`src/rtl/alu_secuencial_if.sv`:
```
// Request/result bus of the sequential ALU; one start handshake, one result pulse.
// Handshake: a request is taken on the rising edge where inicio=1 and listo=1; valido pulses once when results change.
interface alu_secuencial_if #(
   parameter int N = 4
);
   logic         inicio;
   logic [N-1:0] entrada1;
   logic [N-1:0] entrada2;
   logic [3:0]   selector;
   logic         listo;
   logic         valido;
   logic [N-1:0] resultado;
   logic         carry;
   logic         cero;
   logic         negativo;
   logic         desbordamiento;
   logic         error;
   logic [1:0]   estado;

   modport master (
      output inicio, entrada1, entrada2, selector,
      input  listo, valido, resultado, carry, cero, negativo, desbordamiento, error, estado
   );

   modport slave (
      input  inicio, entrada1, entrada2, selector,
      output listo, valido, resultado, carry, cero, negativo, desbordamiento, error, estado
   );
endinterface

```
`src/rtl/alu_secuencial.sv`:
```
// Multi-cycle ALU: single-cycle logic/arith ops plus iterative multiply, divide, modulo and exponent.
// Results and flags are registered on the edge entering FIN and held until the next operation.
module alu_secuencial #(
   parameter int N = 4
) (
   input logic             clk,
   input logic             rst,
   alu_secuencial_if.slave bus
);
   localparam logic [3:0] OP_SUMA  = 4'b0001;
   localparam logic [3:0] OP_RESTA = 4'b0010;
   localparam logic [3:0] OP_MULT  = 4'b0011;
   localparam logic [3:0] OP_DIV   = 4'b0100;
   localparam logic [3:0] OP_MOD   = 4'b0101;
   localparam logic [3:0] OP_AND   = 4'b0110;
   localparam logic [3:0] OP_OR    = 4'b0111;
   localparam logic [3:0] OP_XOR   = 4'b1000;
   localparam logic [3:0] OP_SLL   = 4'b1001;
   localparam logic [3:0] OP_SRL   = 4'b1010;
   localparam logic [3:0] OP_EXP   = 4'b1011;

   typedef enum logic [1:0] {
      REPOSO  = 2'd0,
      CALCULO = 2'd1,
      FIN     = 2'd2
   } estado_t;

   estado_t        estado, estado_sig;
   logic [N-1:0]   a_q, b_q, cnt;
   logic [3:0]     op_q;
   logic [2*N-1:0] prod_q, prod_d;
   logic           sticky_q, sticky_d;

   logic [N-1:0]   res_q;
   logic           valido_q, carry_q, cero_q, neg_q, ovf_q, err_q;

   logic [3:0]     op_m;
   logic [N-1:0]   a_m, b_m;
   logic           iterativa, cargar, terminar;
   logic [N:0]     mul_sum, div_trial, suma_ext;
   logic [2*N-1:0] exp_full;
   logic [N-1:0]   resta;
   logic [N-1:0]   res_d;
   logic           carry_d, neg_d, ovf_d, err_d;

   assign iterativa = (bus.selector == OP_MULT) || (bus.selector == OP_DIV) ||
                      (bus.selector == OP_MOD)  ||
                      ((bus.selector == OP_EXP) && (bus.entrada2 != '0));

   always_comb begin
      estado_sig = estado;
      cargar     = 1'b0;
      terminar   = 1'b0;
      case (estado)
         REPOSO: begin
            if (bus.inicio) begin
               cargar = 1'b1;
               if (iterativa) begin
                  estado_sig = CALCULO;
               end else begin
                  estado_sig = FIN;
                  terminar   = 1'b1;
               end
            end
         end
         CALCULO: begin
            if (cnt == '0) begin
               estado_sig = FIN;
               terminar   = 1'b1;
            end
         end
         FIN:     estado_sig = REPOSO;
         default: estado_sig = REPOSO;
      endcase
   end

   // Single-cycle ops finish on the accepting edge, so they read the live inputs.
   assign op_m = (estado == REPOSO) ? bus.selector : op_q;
   assign a_m  = (estado == REPOSO) ? bus.entrada1 : a_q;
   assign b_m  = (estado == REPOSO) ? bus.entrada2 : b_q;

   // prod_q holds {high, low} for mult, {remainder, quotient} for div/mod, {-, acc} for exp.
   always_comb begin
      prod_d    = prod_q;
      sticky_d  = sticky_q;
      mul_sum   = {1'b0, prod_q[2*N-1:N]} + (prod_q[0] ? {1'b0, a_q} : '0);
      div_trial = {prod_q[2*N-1:N], prod_q[N-1]} - {1'b0, b_q};
      exp_full  = {{N{1'b0}}, prod_q[N-1:0]} * {{N{1'b0}}, a_q};
      case (op_q)
         OP_MULT: prod_d = {mul_sum, prod_q[N-1:1]};
         OP_DIV, OP_MOD: begin
            if (b_q != '0) begin
               if (div_trial[N]) prod_d = {prod_q[2*N-2:0], 1'b0};
               else              prod_d = {div_trial[N-1:0], prod_q[N-2:0], 1'b1};
            end
         end
         OP_EXP: begin
            prod_d   = {{N{1'b0}}, exp_full[N-1:0]};
            sticky_d = sticky_q | (|exp_full[2*N-1:N]);
         end
         default: ;
      endcase
   end

   always_comb begin
      res_d    = '0;
      carry_d  = 1'b0;
      neg_d    = 1'b0;
      ovf_d    = 1'b0;
      err_d    = 1'b0;
      suma_ext = {1'b0, a_m} + {1'b0, b_m};
      resta    = a_m - b_m;
      case (op_m)
         OP_SUMA: begin
            res_d   = suma_ext[N-1:0];
            carry_d = suma_ext[N];
            neg_d   = suma_ext[N-1];
            ovf_d   = (a_m[N-1] == b_m[N-1]) && (suma_ext[N-1] != a_m[N-1]);
         end
         OP_RESTA: begin
            res_d   = resta;
            carry_d = (a_m < b_m);
            neg_d   = resta[N-1];
            ovf_d   = (a_m[N-1] != b_m[N-1]) && (resta[N-1] != a_m[N-1]);
         end
         OP_MULT: begin
            res_d   = prod_d[N-1:0];
            carry_d = |prod_d[2*N-1:N];
            ovf_d   = |prod_d[2*N-1:N];
         end
         OP_DIV: begin
            if (b_m == '0) begin
               res_d = '1;
               ovf_d = 1'b1;
            end else begin
               res_d = prod_d[N-1:0];
            end
         end
         OP_MOD: begin
            if (b_m == '0) begin
               res_d = a_m;
               ovf_d = 1'b1;
            end else begin
               res_d = prod_d[2*N-1:N];
            end
         end
         OP_AND: res_d = a_m & b_m;
         OP_OR:  res_d = a_m | b_m;
         OP_XOR: res_d = a_m ^ b_m;
         OP_SLL: res_d = (b_m >= N'(N)) ? '0 : (a_m << b_m);
         OP_SRL: res_d = (b_m >= N'(N)) ? '0 : (a_m >> b_m);
         OP_EXP: begin
            if (b_m == '0) begin
               res_d = N'(1);
            end else begin
               res_d   = prod_d[N-1:0];
               carry_d = sticky_d;
               ovf_d   = sticky_d;
            end
         end
         default: err_d = 1'b1;
      endcase
   end

   always_ff @(posedge clk or posedge rst) begin
      if (rst) begin
         estado   <= REPOSO;
         a_q      <= '0;
         b_q      <= '0;
         op_q     <= '0;
         cnt      <= '0;
         prod_q   <= '0;
         sticky_q <= 1'b0;
         res_q    <= '0;
         valido_q <= 1'b0;
         carry_q  <= 1'b0;
         cero_q   <= 1'b0;
         neg_q    <= 1'b0;
         ovf_q    <= 1'b0;
         err_q    <= 1'b0;
      end else begin
         estado   <= estado_sig;
         valido_q <= terminar;
         if (cargar) begin
            a_q      <= bus.entrada1;
            b_q      <= bus.entrada2;
            op_q     <= bus.selector;
            sticky_q <= 1'b0;
            cnt      <= (bus.selector == OP_EXP) ? (bus.entrada2 - N'(1)) : N'(N - 1);
            case (bus.selector)
               OP_MULT:        prod_q <= {{N{1'b0}}, bus.entrada2};
               OP_DIV, OP_MOD: prod_q <= {{N{1'b0}}, bus.entrada1};
               OP_EXP:         prod_q <= {{N{1'b0}}, N'(1)};
               default:        prod_q <= '0;
            endcase
         end else if (estado == CALCULO) begin
            prod_q   <= prod_d;
            sticky_q <= sticky_d;
            cnt      <= cnt - N'(1);
         end
         if (terminar) begin
            res_q   <= res_d;
            carry_q <= carry_d;
            cero_q  <= (res_d == '0);
            neg_q   <= neg_d;
            ovf_q   <= ovf_d;
            err_q   <= err_d;
         end
      end
   end

   assign bus.listo          = (estado == REPOSO);
   assign bus.valido         = valido_q;
   assign bus.resultado      = res_q;
   assign bus.carry          = carry_q;
   assign bus.cero           = cero_q;
   assign bus.negativo       = neg_q;
   assign bus.desbordamiento = ovf_q;
   assign bus.error          = err_q;
   assign bus.estado         = estado;
endmodule

```
`src/flat_wrapper.sv`:
```
// flat-port wrapper written by rule: the top's interface ports become plain ports
module alu_secuencial_flat 
#(
   parameter int N = 4
)
  (clk, rst, bus_inicio, bus_entrada1, bus_entrada2, bus_selector, bus_listo, bus_valido, bus_resultado, bus_carry, bus_cero, bus_negativo, bus_desbordamiento, bus_error, bus_estado);
  alu_secuencial_if #(.N(N)) bus_i ();
  input logic clk;
  input logic rst;
  input wire logic [$bits(bus_i.inicio)-1:0] bus_inicio;
  input wire logic [$bits(bus_i.entrada1)-1:0] bus_entrada1;
  input wire logic [$bits(bus_i.entrada2)-1:0] bus_entrada2;
  input wire logic [$bits(bus_i.selector)-1:0] bus_selector;
  output wire logic [$bits(bus_i.listo)-1:0] bus_listo;
  output wire logic [$bits(bus_i.valido)-1:0] bus_valido;
  output wire logic [$bits(bus_i.resultado)-1:0] bus_resultado;
  output wire logic [$bits(bus_i.carry)-1:0] bus_carry;
  output wire logic [$bits(bus_i.cero)-1:0] bus_cero;
  output wire logic [$bits(bus_i.negativo)-1:0] bus_negativo;
  output wire logic [$bits(bus_i.desbordamiento)-1:0] bus_desbordamiento;
  output wire logic [$bits(bus_i.error)-1:0] bus_error;
  output wire logic [$bits(bus_i.estado)-1:0] bus_estado;
  assign bus_i.inicio = bus_inicio;
  assign bus_i.entrada1 = bus_entrada1;
  assign bus_i.entrada2 = bus_entrada2;
  assign bus_i.selector = bus_selector;
  assign bus_listo = bus_i.listo;
  assign bus_valido = bus_i.valido;
  assign bus_resultado = bus_i.resultado;
  assign bus_carry = bus_i.carry;
  assign bus_cero = bus_i.cero;
  assign bus_negativo = bus_i.negativo;
  assign bus_desbordamiento = bus_i.desbordamiento;
  assign bus_error = bus_i.error;
  assign bus_estado = bus_i.estado;
  alu_secuencial #(.N(N)) u_core (.clk(clk), .rst(rst), .bus(bus_i));
endmodule
```
`config.mk`:
```
export PLATFORM = sky130hd
export DESIGN_NAME = alu_secuencial_flat
export DESIGN_NICKNAME = d
export VERILOG_FILES = /design/src/rtl/alu_secuencial_if.sv /design/src/rtl/alu_secuencial.sv /design/src/flat_wrapper.sv
export SDC_FILE = /design/constraint.sdc
export NUM_CORES = 1
export LEC_CHECK = 0
export ABC_AREA = 1
export CAP_MARGIN = 20
export CORE_MARGIN = 2
export CORE_UTILIZATION = 60
export CTS_CLUSTER_DIAMETER = 30
export DETAILED_ROUTE_END_ITERATION = 8
export GPL_TIMING_DRIVEN = 1
export PLACE_DENSITY = 0.81
export SLEW_MARGIN = 5
export SYNTH_ARGS = -nofsm -noshare
export SYNTH_HDL_FRONTEND = slang
export SYNTH_SLANG_ARGS = --single-unit
```
`constraint.sdc`:
```
create_clock -name clk -period 6.9 [get_ports clk]
set_clock_uncertainty 0.15 [all_clocks]
set_input_delay 2.07 -clock clk [delete_from_list [all_inputs] [get_ports clk]]
set_output_delay 2.07 -clock clk [all_outputs]
set_load 0.03 [all_outputs]
```
# Yosys cells after proc, flatten, opt, wreduce, memory -nomap -nowiden
# Index checks and enable logic that the tools add are counted.
[op_classes]
n_addsub = 6
n_mul = 1
n_lt_le_gt_ge = 2
eq_ne = 26
shifts = 2
muxes = 38
n_bitwise = 4
n_reduce_logical = 20
[op_table]
columns = ["cell", "count"]
rows = [
  ["4-bit 2-to-1 mux", 12],
  ["4-bit one-hot mux with 11 select lines", 1],
  ["4-bit by 3-bit == test with 1-bit output (second input constant)", 8],
  ["8-bit 2-to-1 mux", 4],
  ["4-bit == test (second input constant)", 6],
  ["8-bit one-hot mux with 3 select lines", 1],
  ["4-bit by 2-bit == test with 1-bit output (second input constant)", 4],
  ["4-bit zero test", 3],
  ["4-bit one-hot mux with 3 select lines", 1],
  ["1-bit 2-to-1 mux", 11],
  ["11-bit OR reduction", 1],
  ["4-bit by 4-bit multiplier with 8-bit output", 1],
  ["4-bit nonzero test", 2],
  ["4-bit OR reduction", 2],
  ["4-bit by 1-bit subtractor with 4-bit output (second input constant)", 2],
  ["2-bit 2-to-1 mux", 3],
  ["2-bit OR reduction", 3],
  ["4-bit by 4-bit adder with 5-bit output", 1],
  ["4-bit by 5-bit adder with 5-bit output", 1],
  ["1-bit one-hot mux with 5 select lines", 1],
  ["5-bit by 4-bit subtractor with 5-bit output", 1],
  ["4-bit AND", 1],
  ["4-bit by 1-bit == test with 1-bit output (second input constant)", 1],
  ["4-bit by 3-bit >= comparator with 1-bit output (second input constant)", 1],
  ["other kinds (20)", 27],
]
[totals]
regBits = 37
input_bits = 15
output_inout_bits = 13
elab_cells = 113

# Longest topological paths before layout
[depth]
word_depth = 7
mapped_depth = 20
mapped_depth_nobuf = 20

# Least setup slack after synthesis
# Ideal clock, no wire load.
[synth_timing]
path_kind = "input port to flip-flop"
start = "input port bus_entrada1[0]"
end = "register u_core.cero_q (netlist: u_core.bus.cero)"
setup_time_ns = 0.065
t_arrival_ns = 3.741
slack_ns = 2.944
cell_stages = 15
n_path_buf = 0
path_cell_list = "nand2_1 -> nand2_1 -> inv_1 -> ha_1 -> fa_1 -> or2_2 -> nand3_1 -> nand2_1 -> nor2_1 -> nand2_1 -> nor2_1 -> nand3_1 -> nor2_1 -> nand2_1 -> nand2_1"
[synth_via]
elab_chain_cells = 5
word_cells_on_any_way = 13
[synth_lines]
columns = ["item", "line", "text"]
rows = [
  ["start: declaration", "flat_wrapper.sv:11", "input wire logic [$bits(bus_i.entrada1)-1:0] bus_entrada1;"],
  ["4-bit 2-to-1 mux *", "alu_secuencial.sv:79", "assign a_m = (estado == REPOSO) ? bus.entrada1 : a_q;"],
  ["4-bit by 4-bit right shift with 4-bit output / 4-bit by 4-bit left shift with 4-bit output (equally long branches)", "alu_secuencial.sv:151, alu_secuencial.sv:150", ""],
  ["4-bit 2-to-1 mux, on equally long branches", "alu_secuencial.sv:151, alu_secuencial.sv:150", ""],
  ["4-bit one-hot mux with 11 select lines *", "alu_secuencial.sv:113", "case (op_m)"],
  ["4-bit zero test *", "alu_secuencial.sv:204", "cero_q <= (res_d == '0);"],
  ["end signal: assignment", "alu_secuencial.sv:204", ""],
  ["end: declaration", "alu_secuencial.sv:35", "logic valido_q, carry_q, cero_q, neg_q, ovf_q, err_q;"],
]
# Every way passes the cells marked *; elsewhere a longest branch is shown, timed or not.
# A chain may end at the register's enable or synchronous reset.

# Worst setup path in the final report
[layout_timing]
start = "input port bus_inicio"
end = "register u_core.cero_q (netlist: u_core.bus.cero)"
[layout_via]
elab_chain_cells = 2
[layout_lines]
columns = ["item", "line", "text"]
rows = [
  ["start: declaration", "flat_wrapper.sv:10", "input wire logic [$bits(bus_i.inicio)-1:0] bus_inicio;"],
  ["1-bit 2-to-1 mux", "alu_secuencial.sv:56", "if (bus.inicio) begin"],
  ["1-bit one-hot mux with 2 select lines", "alu_secuencial.sv:54", "case (estado)"],
]
# Every way passes these cells.

==> results.toml <==
[synth]
synth_common_cells = "nand2_1, inv_1, nand3_1, nor2_1, o21ai_0"
synth_area_sq_mm = 0.00408
ys_top_cells_by_area = "dfrtp_1, nand2_1, ha_1"
ys_seq_area_share_pct = 22.7
yosysUniqueCellTypes = 41
synth_warnings = 0
synth_area_leader_cell = "dfrtp_1"
synth_top_area_share_pct = 22.7
synth_edf_count = 0
syn_nets = 694
syn_area_per_cell_sq_um = 6.42
synth_ff_type = "dfrtp_1"
synthCells = 636
synth_most_common_cell = "nand2_1"
synth-async-reset-ratio_pct = 100
synth_seq_cells = 37

[cells_and_area]
antenna_cells = 0
fin_util_pct = 67.1
fin_area_sq_mm = 0.00448
area_delta_synth_final_pct = 9.71
fill_cells = 609
nets = 718
drive_gt1_share_pct = 6.35

[detailed_routing]
ant_nets = 0
vias_per_cell = 5.63
drc = 0
num_vias = 4173
dr.pass1.iters = 6
drtIter0Drc = 350
wl_per_cell_um = 14.5
wl_um = 10800

[setup_path]
cp_max_fo = 29
cp-start-kind = "primary input"
cp_cell_sequence = "clkdlybuf4s50_1 -> nand2_1 -> inv_2 -> nand2_1 -> o21ai_1 -> nand2_1 -> nor2_1 -> nand3_1 -> nor2_1 -> nand2_1 -> nor2_1 -> nand2_1 -> nand2_1"
worst-path-buf-inv = 2
crit_slowest_cell = "nand2_1"
cp_common_cell = "nand2_1"
crit_type = "primary input to register"
startpoint = "bus_inicio"
cp_top_family = "simple AND/OR/NAND/NOR gates"
end_kind = "register"
r2r-start = "u_core.bus.estado[1]"
cp_data_arrival_time_ns = 4.73
cp.required_ns = 6.98
cp_slowest_stage_delay_ns = 0.48

[pwr]
leakagePower_nw = 2.52
ir_worst_vdd_v = 0.000258
power_density_mw_per_mm2 = 491
p_total_mw = 2.20

[die]
initial_utilization_pct = 61.1
ios = 28
dieHeight_um = 86.5
coreArea_sq_mm = 0.00668
rows = 30
dieArea_sq_mm = 0.00748
fp.dieW_um = 86.5

[global_routing]
grt_pass1_vias = 3811
antenna_found_initial = 0
gr-total-overflow = 0
grt_max_degree = 39
track_usage_pct = 30.3
grt_pass1_wl_um = 18000

[placed_design]
gp_congestion = 0.956
numPortBuffers = 27
place_area_sq_mm = 0.00439
dp_hpwl_um = 8750

[status]
status = "complete, no violations"

[timing]
final.min_clock_period_ns = 4.65
max_freq_mhz = 215
worstMarginPinSlew_ns = 0.947
period_share_pct = 67.4
slew_headroom_pct = 36.7
final.setup.tns_ns = 0
rsz0062_at_grt = "no"
final-setup-viol-count = 0
drv_slew = 0
worst_hold_slack_ns = 0.337
hold_viol_final = 0

[run]
max_cap_viol_count = 0

[clock_tree]
cts_tree = "built"
cts.sinks = 37
clock_path_buffers = 2
postCtsSetupRepairBufs = 0
clk_latency_ns = 0.29
cts.repair.resized = 0
ctsHoldBuffers = 0
clkTransAtPathRegs_ns = 0.08
root_buffer = "clkbuf_8"
htreeDepth = 2
cts-buffers-inserted = 5

[min_path]
hold_start = "u_core.bus.desbordamiento"
hp-class = "register to register"
## cells by family after synthesis
| kind of cell | synth area share (%) |
|---|---|
| XOR/XNOR | 2.14 |
| adder cells (fa/ha/maj) | 14.6 |
| AO/OA/AOI/OAI | 15.8 |
| AND/OR/NAND/NOR | 33.2 |
| buffers and inverters | 11.5 |
| flip-flops | 22.7 |
## layout by cell type (no fill, tap or decap), types with 2 or more instances in the layout
master and count:
o21ai_4 3, clkdlybuf4s50_1 27, xnor2_1 2, a21oi_1 22, o21ai_2 6, o21ai_0 40
o22ai_1 9, ha_1 35, o21ai_1 7, nand2_1 203, a31oi_1 3, nor2_1 43
nand4_1 8, nand3_1 48, or2_2 3, o21bai_1 2, nand2_2 8, inv_1 102
fa_1 8, clkbuf_8 5, xor2_1 8, clkinv_2 2, inv_2 4, nor2_2 6
a22oi_1 3, o21a_1 2, dfrtp_1 37, o211ai_1 2
## routing by layer
metal  wire [um]  vias up  global-route usage [%]
li1            -     2081                       -
met1        4870     1949                    42.0
met2        5010      126                    50.2
met3         678       17                    4.19
met4         201        0                    7.67
met5           0        -                       0
## layout make-up
type | instances | area [sq um] | area share (%)
tap | 80 | 100 | 2.23
multi-input combinational | 482 | 2690 | 60.1
clock buffer | 5 | 68.8 | 1.54
clock inverter | 3 | 17.5 | 0.391
inverter | 106 | 398 | 8.88
sequential | 37 | 926 | 20.7
timing repair buffer | 28 | 278 | 6.20
## through the flow
stage	setup WS, ns	std cells
2_1_floorplan	2.94	636
3_3_place_gp	2.17	733
3_5_place_dp	1.99	733
4_1_cts	2.27	741
5_1_grt	1.99	741
6_report	2.25	741
## worst reg2reg max path: cells and delay by family (launching register included)
| kind | cells | cell delay (ns) |
|---|---|---|
| compound gates | 1 | 0.46 |
| buf+inv | 1 | 0.39 |
| flops | 1 | 0.50 |
| simple gates | 11 | 2.44 |
## final timing paths
kind,to,slack [ns],cells past startpoint
setup / recovery,u_core.bus.cero,2.25,13
max in group asynchronous,u_core.a_q[3],4.22,3
hold / removal,u_core.bus.desbordamiento,0.34,2
min in group asynchronous,u_core.bus.carry,2.03,3
setup reg to reg,u_core.bus.cero,2.89,13
hold reg to reg,u_core.bus.desbordamiento,0.34,2
## state kept, by name, indices dropped and copies added (netlist names), 2 cells and up
register / count
u_core.a_q: 4
u_core.bus.resultado: 4
u_core.prod_q: 8
u_core.bus.estado: 2
u_core.op_q: 4
u_core.cnt: 4
u_core.b_q: 4
## power by group
part / internal (mW) / switching, mW
Sequential: 0.308 / 0.124
Combinational: 0.538 / 1.08
Clock: 0.0698 / 0.0836
Total: 0.916 / 1.29
Power figures use the tool's default switching activity.
